### src/rtl/clk_enable_sequencer.sv
// Single-clock enable/reset sequencer: per-channel one-cycle ce strobes and staggered
// synchronous reset releases, driven by an IDLE/RST_HOLD/RELEASE/RUN/DRAIN state machine.
module clk_enable_sequencer #(
  parameter int NUM_CH  = 4,
  parameter int DIV_W   = 8,
  parameter int RST_CYC = 4
) (
  input  logic                      clk,
  input  logic                      rst_n,
  input  logic                      cfg_valid,
  output logic                      cfg_ready,
  input  logic [$clog2(NUM_CH)-1:0] cfg_ch,
  input  logic [DIV_W-1:0]          cfg_div,
  input  logic [DIV_W-1:0]          cfg_phase,
  input  logic                      start,
  input  logic                      stop,
  output logic                      busy,
  output logic [NUM_CH-1:0]         ce,
  output logic [NUM_CH-1:0]         ch_rst_n
);

  localparam int CH_W    = $clog2(NUM_CH);
  localparam int SEQ_MAX = (RST_CYC > NUM_CH) ? RST_CYC : NUM_CH;
  localparam int SEQ_W   = $clog2(SEQ_MAX + 1);

  typedef enum logic [2:0] {IDLE, RST_HOLD, RELEASE, RUN, DRAIN} state_t;

  state_t             r_state;
  state_t             w_nextState;
  logic [SEQ_W-1:0]   r_seqCnt;
  logic [SEQ_W-1:0]   w_nextSeq;
  logic [DIV_W-1:0]   r_div      [NUM_CH];
  logic [DIV_W-1:0]   r_phase    [NUM_CH];
  logic [DIV_W-1:0]   r_chCnt    [NUM_CH];
  logic [DIV_W-1:0]   w_startCnt [NUM_CH];
  logic [NUM_CH-1:0]  r_ce;
  logic [NUM_CH-1:0]  r_chRstN;
  logic [NUM_CH-1:0]  r_done;
  logic [NUM_CH-1:0]  w_en;
  logic [NUM_CH-1:0]  w_hit;
  logic [NUM_CH-1:0]  w_relBit;
  logic [DIV_W-1:0]   w_cfgPhase;
  logic               w_cfgWrite;

  assign cfg_ready  = (r_state == IDLE);
  assign busy       = (r_state != IDLE);
  assign ce         = r_ce;
  assign ch_rst_n   = r_chRstN;
  assign w_cfgWrite = cfg_valid && cfg_ready;

  // Phase is clamped into [0, div-1] so the first strobe always lands inside one period.
  always_comb begin
    w_cfgPhase = '0;
    if (cfg_div != '0) begin
      w_cfgPhase = (cfg_phase > (cfg_div - DIV_W'(1))) ? (cfg_div - DIV_W'(1)) : cfg_phase;
    end
  end

  always_ff @(posedge clk or negedge rst_n) begin
    if (!rst_n) begin
      r_state  <= IDLE;
      r_seqCnt <= '0;
    end else begin
      r_state  <= w_nextState;
      r_seqCnt <= w_nextSeq;
    end
  end

  always_comb begin
    w_nextState = r_state;
    w_nextSeq   = r_seqCnt;
    case (r_state)
      IDLE: begin
        if (start) begin
          w_nextState = RST_HOLD;
          w_nextSeq   = '0;
        end
      end
      RST_HOLD: begin
        if (stop) begin
          w_nextState = IDLE;
        end else if (r_seqCnt == SEQ_W'(RST_CYC - 1)) begin
          w_nextState = RELEASE;
          w_nextSeq   = '0;
        end else begin
          w_nextSeq = r_seqCnt + SEQ_W'(1);
        end
      end
      RELEASE: begin
        if (stop) begin
          w_nextState = IDLE;
        end else if (r_seqCnt == SEQ_W'(NUM_CH - 1)) begin
          w_nextState = RUN;
          w_nextSeq   = '0;
        end else begin
          w_nextSeq = r_seqCnt + SEQ_W'(1);
        end
      end
      RUN: begin
        if (stop) w_nextState = DRAIN;
      end
      DRAIN: begin
        if (&r_done) w_nextState = IDLE;
      end
      default: w_nextState = IDLE;
    endcase
  end

  // Counter holds the value for the cycle about to be registered: zero means a strobe,
  // and it is preloaded to (div - phase) mod div while RELEASE runs.
  always_comb begin
    for (int i = 0; i < NUM_CH; i++) begin
      w_en[i]       = (r_div[i] != '0);
      w_hit[i]      = w_en[i] && (r_chCnt[i] == '0);
      w_startCnt[i] = (r_phase[i] == '0) ? '0 : (r_div[i] - r_phase[i]);
      w_relBit[i]   = w_en[i] && (w_nextSeq == SEQ_W'(i));
    end
  end

  always_ff @(posedge clk or negedge rst_n) begin
    if (!rst_n) begin
      for (int i = 0; i < NUM_CH; i++) begin
        r_div[i]   <= '0;
        r_phase[i] <= '0;
        r_chCnt[i] <= '0;
      end
      r_ce     <= '0;
      r_chRstN <= '0;
      r_done   <= '0;
    end else begin
      for (int i = 0; i < NUM_CH; i++) begin
        if (w_cfgWrite && (cfg_ch == CH_W'(i))) begin
          r_div[i]   <= cfg_div;
          r_phase[i] <= w_cfgPhase;
        end
        if (w_nextState == RELEASE) begin
          r_chCnt[i] <= w_startCnt[i];
        end else if ((w_nextState == RUN) || (w_nextState == DRAIN)) begin
          r_chCnt[i] <= (r_chCnt[i] == (r_div[i] - DIV_W'(1))) ? '0 : (r_chCnt[i] + DIV_W'(1));
        end
      end
      // Outputs follow the state being entered so they change in step with it.
      case (w_nextState)
        RELEASE: begin
          r_chRstN <= r_chRstN | w_relBit;
          r_ce     <= '0;
          r_done   <= '0;
        end
        RUN: begin
          r_ce   <= w_hit;
          r_done <= '0;
        end
        DRAIN: begin
          r_ce   <= w_hit & ~r_done;
          r_done <= r_done | w_hit | ~w_en;
        end
        default: begin
          r_ce     <= '0;
          r_chRstN <= '0;
          r_done   <= '0;
        end
      endcase
    end
  end

endmodule

### config.mk
export PLATFORM = sky130hd
export DESIGN_NAME = clk_enable_sequencer
export DESIGN_NICKNAME = d
export VERILOG_FILES = /design/src/rtl/clk_enable_sequencer.sv
export SDC_FILE = /design/constraint.sdc
export NUM_CORES = 1
export LEC_CHECK = 0
export ABC_AREA = 0
export BUFFER_PORTS_ARGS = -buffer_cell sky130_fd_sc_hd__clkbuf_2
export CAP_MARGIN = 30
export CELL_PAD_IN_SITES_DETAIL_PLACEMENT = 0
export CELL_PAD_IN_SITES_GLOBAL_PLACEMENT = 1
export CORE_ASPECT_RATIO = 0.8
export CORE_MARGIN = 3
export CORE_UTILIZATION = 44
export DETAILED_ROUTE_END_ITERATION = 8
export GPL_ROUTABILITY_DRIVEN = 0
export PLACE_DENSITY_LB_ADDON = 0.08
export SYNTH_ARGS = -nofsm -noshare
export SYNTH_HDL_FRONTEND = slang
export SYNTH_SLANG_ARGS = --single-unit
### constraint.sdc
create_clock -name clk -period 2.25 [get_ports clk]
set_input_delay 0.45 -clock clk [delete_from_list [all_inputs] [get_ports clk]]
set_output_delay 0.45 -clock clk [all_outputs]
set_load 0.05 [all_outputs]
# ---- After elaboration in Yosys (flattened, before gate mapping)
# Index checks and enable logic that the tools add are counted.
dict set report totals {
  wordCells 124
  reg_bits 114
  inputBits 23
  output_inout_bits 10
}
dict set report op_classes {
  bitwise_logic 6
  n_addsub 14
  order_cmp 1
  n_reduce_logical 35
  n_eq_ne 18
  n_mux 33
}
# op count
set ops {}
lappend ops {{$mux W8} 18}
lappend ops {{$logic_not A8 Y1} 8}
lappend ops {{$reduce_bool A8 Y1} 5}
lappend ops {{$sub A8 B1 Y8 const B} 5}
lappend ops {{$add A8 B1 Y8 const B} 4}
lappend ops {{$eq A8 B8 Y1} 4}
lappend ops {{$sub A8 B8 Y8} 4}
lappend ops {{$mux W3} 10}
lappend ops {{$eq A3 B2 Y1 const B} 7}
lappend ops {{$pmux W4 S2} 2}
lappend ops {{$pmux W3 S5} 1}
lappend ops {{$logic_and A1 B1 Y1} 13}
lappend ops {{$or A4 B4 Y4} 3}
lappend ops {{$gt A8 B8 Y1} 1}
lappend ops {{$not A4 Y4} 2}
lappend ops {{$eq A3 B1 Y1 const B} 2}
lappend ops {{$eq A3 B3 Y1 const B} 2}
lappend ops {{$logic_not A3 Y1} 2}
lappend ops {{$pmux W3 S2} 1}
lappend ops {{$and A4 B4 Y4} 1}
lappend ops {{$eq A2 B2 Y1 const B} 2}
lappend ops {{$mux W4} 1}
lappend ops {{$reduce_and A4 Y1} 1}
lappend ops {{$reduce_or A2 Y1} 2}
lappend ops {{6 further kinds} 6}

# ---- Depth between registers and ports, before layout
dict set report depth {
  ltp_word 8
  depth_mapped 13
  depth_no_buf 12
}

# ---- Worst setup path before layout
# No wires, ideal clock.
dict set report synth_timing {
  path_type {input to register}
  from {in cfg_div[2]}
  to {reg r_phase[22] in the netlist's numbering}
  path_buffers 2
  path_stages 12
  slack_ns -0.916
  setup_ns 0.083
  required_time_ns 2.167
  arrival_ns 3.083
  path_cell_list {clkbuf_1 > nor3_1 > nand2b_1 > nor4_1 > xnor2_1 > ha_1 > nor2b_1 > a2111oi_0 > a211o_1 > clkbuf_1 > mux2_2 > o21ai_0}
}
dict set report synth_via {
  elab_chain_cells 4
  elab_cells_between_ends 5
  classes_between {add/sub (1); order compare (1); mux (2); reduce/logical (1)}
}
# item line
set synth_lines {}
lappend synth_lines {{from (decl)} 13} ;# input logic [DIV_W-1:0] cfg_div,
lappend synth_lines {{$sub A8 B1 Y8} 55} ;# w_cfgPhase = (cfg_phase > (cfg_div - DIV_W'(1))) ? (cfg_div - DIV_W'(1)) : cfg_phase;
lappend synth_lines {{$gt A8 B8 Y1} 55}
lappend synth_lines {{$mux W8} 55}
lappend synth_lines {{$mux W8 *} 54} ;# if (cfg_div != '0) begin
lappend synth_lines {{to (signal, indexed assignment)} 134} ;# r_phase[i] <= w_cfgPhase;
lappend synth_lines {{to (decl)} 33} ;# logic [DIV_W-1:0] r_phase [NUM_CH];
# Mark *: on every way between the ends. The rest lies on a longest branch, timed or not.
# A chain may end at the register's enable or synchronous reset.

# ---- Worst setup path in the final report
dict set report layout_timing {
  from {reg r_div[17] in the netlist's numbering}
  to {reg r_chCnt[22] in the netlist's numbering}
}
dict set report layout_via {
  elab_chain_cells 5
  elab_cells_between_ends 7
  classes_between {add/sub (2); eq/ne (1); mux (4)}
}
# item line
set layout_lines {}
lappend layout_lines {{from (decl)} 32} ;# logic [DIV_W-1:0] r_div [NUM_CH];
lappend layout_lines {{from (signal, indexed assignment)} 133} ;# r_div[i] <= cfg_div;
lappend layout_lines {{$sub A8 B1 Y8} 139} ;# r_chCnt[i] <= (r_chCnt[i] == (r_div[i] - DIV_W'(1))) ? '0 : (r_chCnt[i] + DIV_W'(1));
lappend layout_lines {{$eq A8 B8 Y1} 139}
lappend layout_lines {{$mux W8} 139}
lappend layout_lines {{$mux W8} 138} ;# end else if ((w_nextState == RUN) || (w_nextState == DRAIN)) begin
lappend layout_lines {{$mux W8 *} 136} ;# if (w_nextState == RELEASE) begin
lappend layout_lines {{to (signal, indexed assignment)} 137} ;# r_chCnt[i] <= w_startCnt[i];
lappend layout_lines {{to (signal, indexed assignment)} 139}
lappend layout_lines {{to (decl)} 34} ;# logic [DIV_W-1:0] r_chCnt [NUM_CH];
# Mark *: on every way between the ends. The rest lies on a longest branch, timed or not. The select of a mux whose other input is x is not followed.

==> results by group <==
STA
  – Crit share post-route: 1.090
  – Endpoints failing setup: 48
  – Slew @ Worst Pin: approximately 0.52 ns
  – Clk_skew: roughly 0.007 ns
  – Maximum clock rate: 0.4078 GHz
  – Fin. Hold Viols: 0
  – Setup TNS: -5.325 ns
  – Slew HR: 0.6541
  – Hold Worst Slack: approximately 0.36 ns
  – RSZ-0062 raised after global routing: true
  – PnR worst setup slack: -0.2019 ns
  – Tmin final: around 2.5 ns
  – Final Max Slew Viols: 0

Place
  – Hpwl dp: ~20 mm
  – Port Buffers: 32
  – Inst Count DP: 1248

Pwr
  – Overall Power: between 10 and 15 mW
  – Worst vdd ir: between 0.0009 and 0.001 V
  – Cell Pwr Density: roughly 1400 mW/mm²
  – LEAKAGE: 4.591 nW

Floorplan
  – Height of the die: ~130 µm
  – Rows: 43
  – Core Box Area: ~0.018 mm²
  – Full die area: 0.02011 mm²
  – Die Wd: 157.8 µm
  – Ports: 33
  – Initial Util: 0.4583

Logic synthesis
  – XOR/XNOR Fraction of Synth Area: 0.05290
  – Largest family of logic cells by synthesized area: simple AND/OR/NAND/NOR gates
  – Register area share after synthesis: 0.3516
  – Gate Count Post-Synth: 927
  – Synthesized area: 0.008113 mm²
  – Post-synth top cells: dfrtp_1, nand2_1, inv_1
  – Synth Area in Adders: 0.08853
  – Post-synthesis mux area share: 0.04072
  – Count leader, synth: dfrtp_1
  – Synth Net Count: around 1.0k
  – Syn. warnings: 0
  – Main synth FF type: dfrtp_1
  – Simple-gate portion of the synthesized area: 0.2346
  – Synth top area share: 0.3516
  – Fraction of registers with async set/reset: 1.000
  – Seq cells post-synth: approximately 110
  – Post-synth EDFFs: 0
  – Distinct cells, synth: ~80
  – Post-synth top area cell: dfrtp_1
  – Synth Area per Inst: a little under 9 µm²
  – Top cells by area, synth: dfrtp_1, ha_1, o21ai_0
  – Synth Area in Compound Gates: 0.1744

Finish
  – Share of layout cells above drive strength 1: 0.2819
  – Nets: between 1k and 1.5k
  – Fin util: 0.5878
  – Layout Cells excl Fill: 1300
  – Ant. Diodes: 0
  – Area delta synth->final: 28.25%

Outcome
  – Status: complete, but fails checks
  – Failing checks: setup timing

Worst setup path
  – Crit path DAT: 2.74 ns
  – CP Capture Type: register
  – CP delay by family, top: simple AND/OR/NAND/NOR gates
  – Crit-path slowest cell: dfrtp_1
  – CP bufs+invs: 2
  – Setup CP Type: register to register
  – CP most frequent cell: o211ai_1
  – WP data required: 2.54 ns
  – FF-to-FF End: r_chCnt[22]
  – Setup crit start kind: register
  – Reg-to-reg slack, setup: -0.20 ns
  – CP Cell Sequence: inv_2 -> ha_4 -> or3b_4 -> or3_4 -> a2111oi_4 -> o211ai_1 -> buf_4 -> a22oi_2 -> o211ai_1
  – Critical path depth: 9
  – Crit path to: r_chCnt[22]
  – Max incr delay on CP: around 0.39 ns
  – CP Max Fanout: 5
  – RR Startpoint: r_div[17]
  – Cells on worst reg2reg path: 9
  – Beginning of the critical path: r_div[17]

Drt
  – Detailed-route via count: roughly 7.8k
  – WL final: 26.21 mm
  – Residual DRC: 0
  – Routed len/inst: 20.16 µm
  – Vias per inst: 5.972
  – Antenna-violating nets left: 0
  – 1st-iter DRT viols: roughly 700
  – Drt pass-1 iters: 5

Clock network
  – Num CTS Buffers: 17
  – Root Driver: clkbuf_16
  – TritonCTS clock tree: built
  – CTS Sinks: around 110
  – Worst-Skew Late Latency: about 0.42 ns
  – CTS max path bufs: 2
  – CTS HTree Levels: 4
  – Clock slew at reported path FFs: 0.06 ns

Min path
  – HP Class: input pin to register

Global routing
  – First-pass GRT wire length: 41.22 mm
  – Largest net degree at the start of global routing: 69
  – Overflow left after global routing: 0
  – Initial antenna violation count: 1
  – Vias in the first global route: around 7.6k
  – Total GRT Usage: 0.2656

Job
  – Maxcap violations: 0
timing repair:
| action | in CTS | in global routing |
|---|---|---|
| hold endpoints to repair | 10 | 0 |
| resized for setup | 65 | 45 |
| gates cloned | 1 | 1 |
| buffers inserted | 11 | 7 |
| pin swaps | 29 | 17 |
| hold buffers | 1 | 0 |
| endpoints found under the setup margin | 50 | 74 |
registers in the layout (all words and copies together), names as in the netlist:
name      cells
ce            4
ch_rst_n      4
r_chCnt      32
r_div        32
r_done        4
r_phase      32
r_seqCnt      3
r_state       3
where the power goes:
| part | total [mW] | switching, mW | internal [mW] |
|---|---|---|---|
| combinational | 7.62 | 4.04 | 3.58 |
| sequential | 3.85 | 1.04 | 2.81 |
| clock | 2.82 | 0.997 | 1.82 |
cell families after synthesis:
group / after synthesis
compound gates: 213
xor+xnor: 49
fa+ha+maj: 55
buf+inv: 110
flops: 114
mux: 30
simple gates: 356
cells in the final DEF, fill, tap and decap left out, types with 5 or more instances in the layout:
master and n:
o22ai_2 5, nor2b_1 20, nand2_1 76, a22o_1 10
nand4_1 24, clkbuf_16 17, o21a_1 5, buf_6 7
o211ai_1 17, mux2i_1 5, a211oi_1 5, ha_1 46
nor3_1 16, dfrtp_1 113, a31oi_1 14, buf_4 112
nor2_1 63, nand2b_1 14, nor4_1 19, o21ai_0 42
nor3b_1 5, or3_1 10, mux2_4 6, nand3_1 34
a21oi_1 29, o21ai_2 17, inv_1 66, xor2_1 14
xnor2_1 35, clkbuf_2 29, a21oi_2 5, mux2_2 18
a211o_1 6, o21ai_1 9, or2_2 9, and3_1 16
worst register-to-register path: stages, from the launching register on:
cell and delay [ns]:
dfrtp_1 0.39, inv_2 0.09, ha_4 0.13, or3b_4 0.38
or3_4 0.38, a2111oi_4 0.29, o211ai_1 0.21, buf_4 0.22
a22oi_2 0.12, o211ai_1 0.11
metal layers:
metal	share of wire	global-route usage	routed length, µm
met4	0.018	0.07449	479
met2	0.43	0.3798	11190
met5	0.00050	0	13
met1	0.47	0.3905	12430
met3	0.080	0.07721	2087
stage by stage:
step	area [µm²]	setup WS [ns]
after floorplan	8195	-0.4438
after global placement	9238	-0.6896
after detailed placement	9238	-0.8554
after CTS	10130	-0.1759
after global routing	10410	-0.3334
final	10410	-0.2019
worst min path at each step:
stage | start | end | slack [ns] | depth (start not counted)
floorplan | rst_n | ce[0] | 0.15 | 0
global placement | rst_n | ch_rst_n[2] | 0.30 | 1
detailed placement | rst_n | ch_rst_n[2] | 0.31 | 1
CTS | stop | r_state[1] | 0.32 | 2
global route | stop | r_state[1] | 0.35 | 2
finish | stop | r_state[1] | 0.36 | 2
layout make-up:
cell class / instances / area (µm²)
repair buffers: 155 / 1175
inverters: 70 / 266.5
clock buffers: 23 / 478.0
multi-input cells: 704 / 5221
well taps: 225 / 281.5
clock inverters: 9 / 128.9
fillers: 1515 / 7296
flip-flops and latches: 114 / 2854
(Power assumes the default switching activity.)
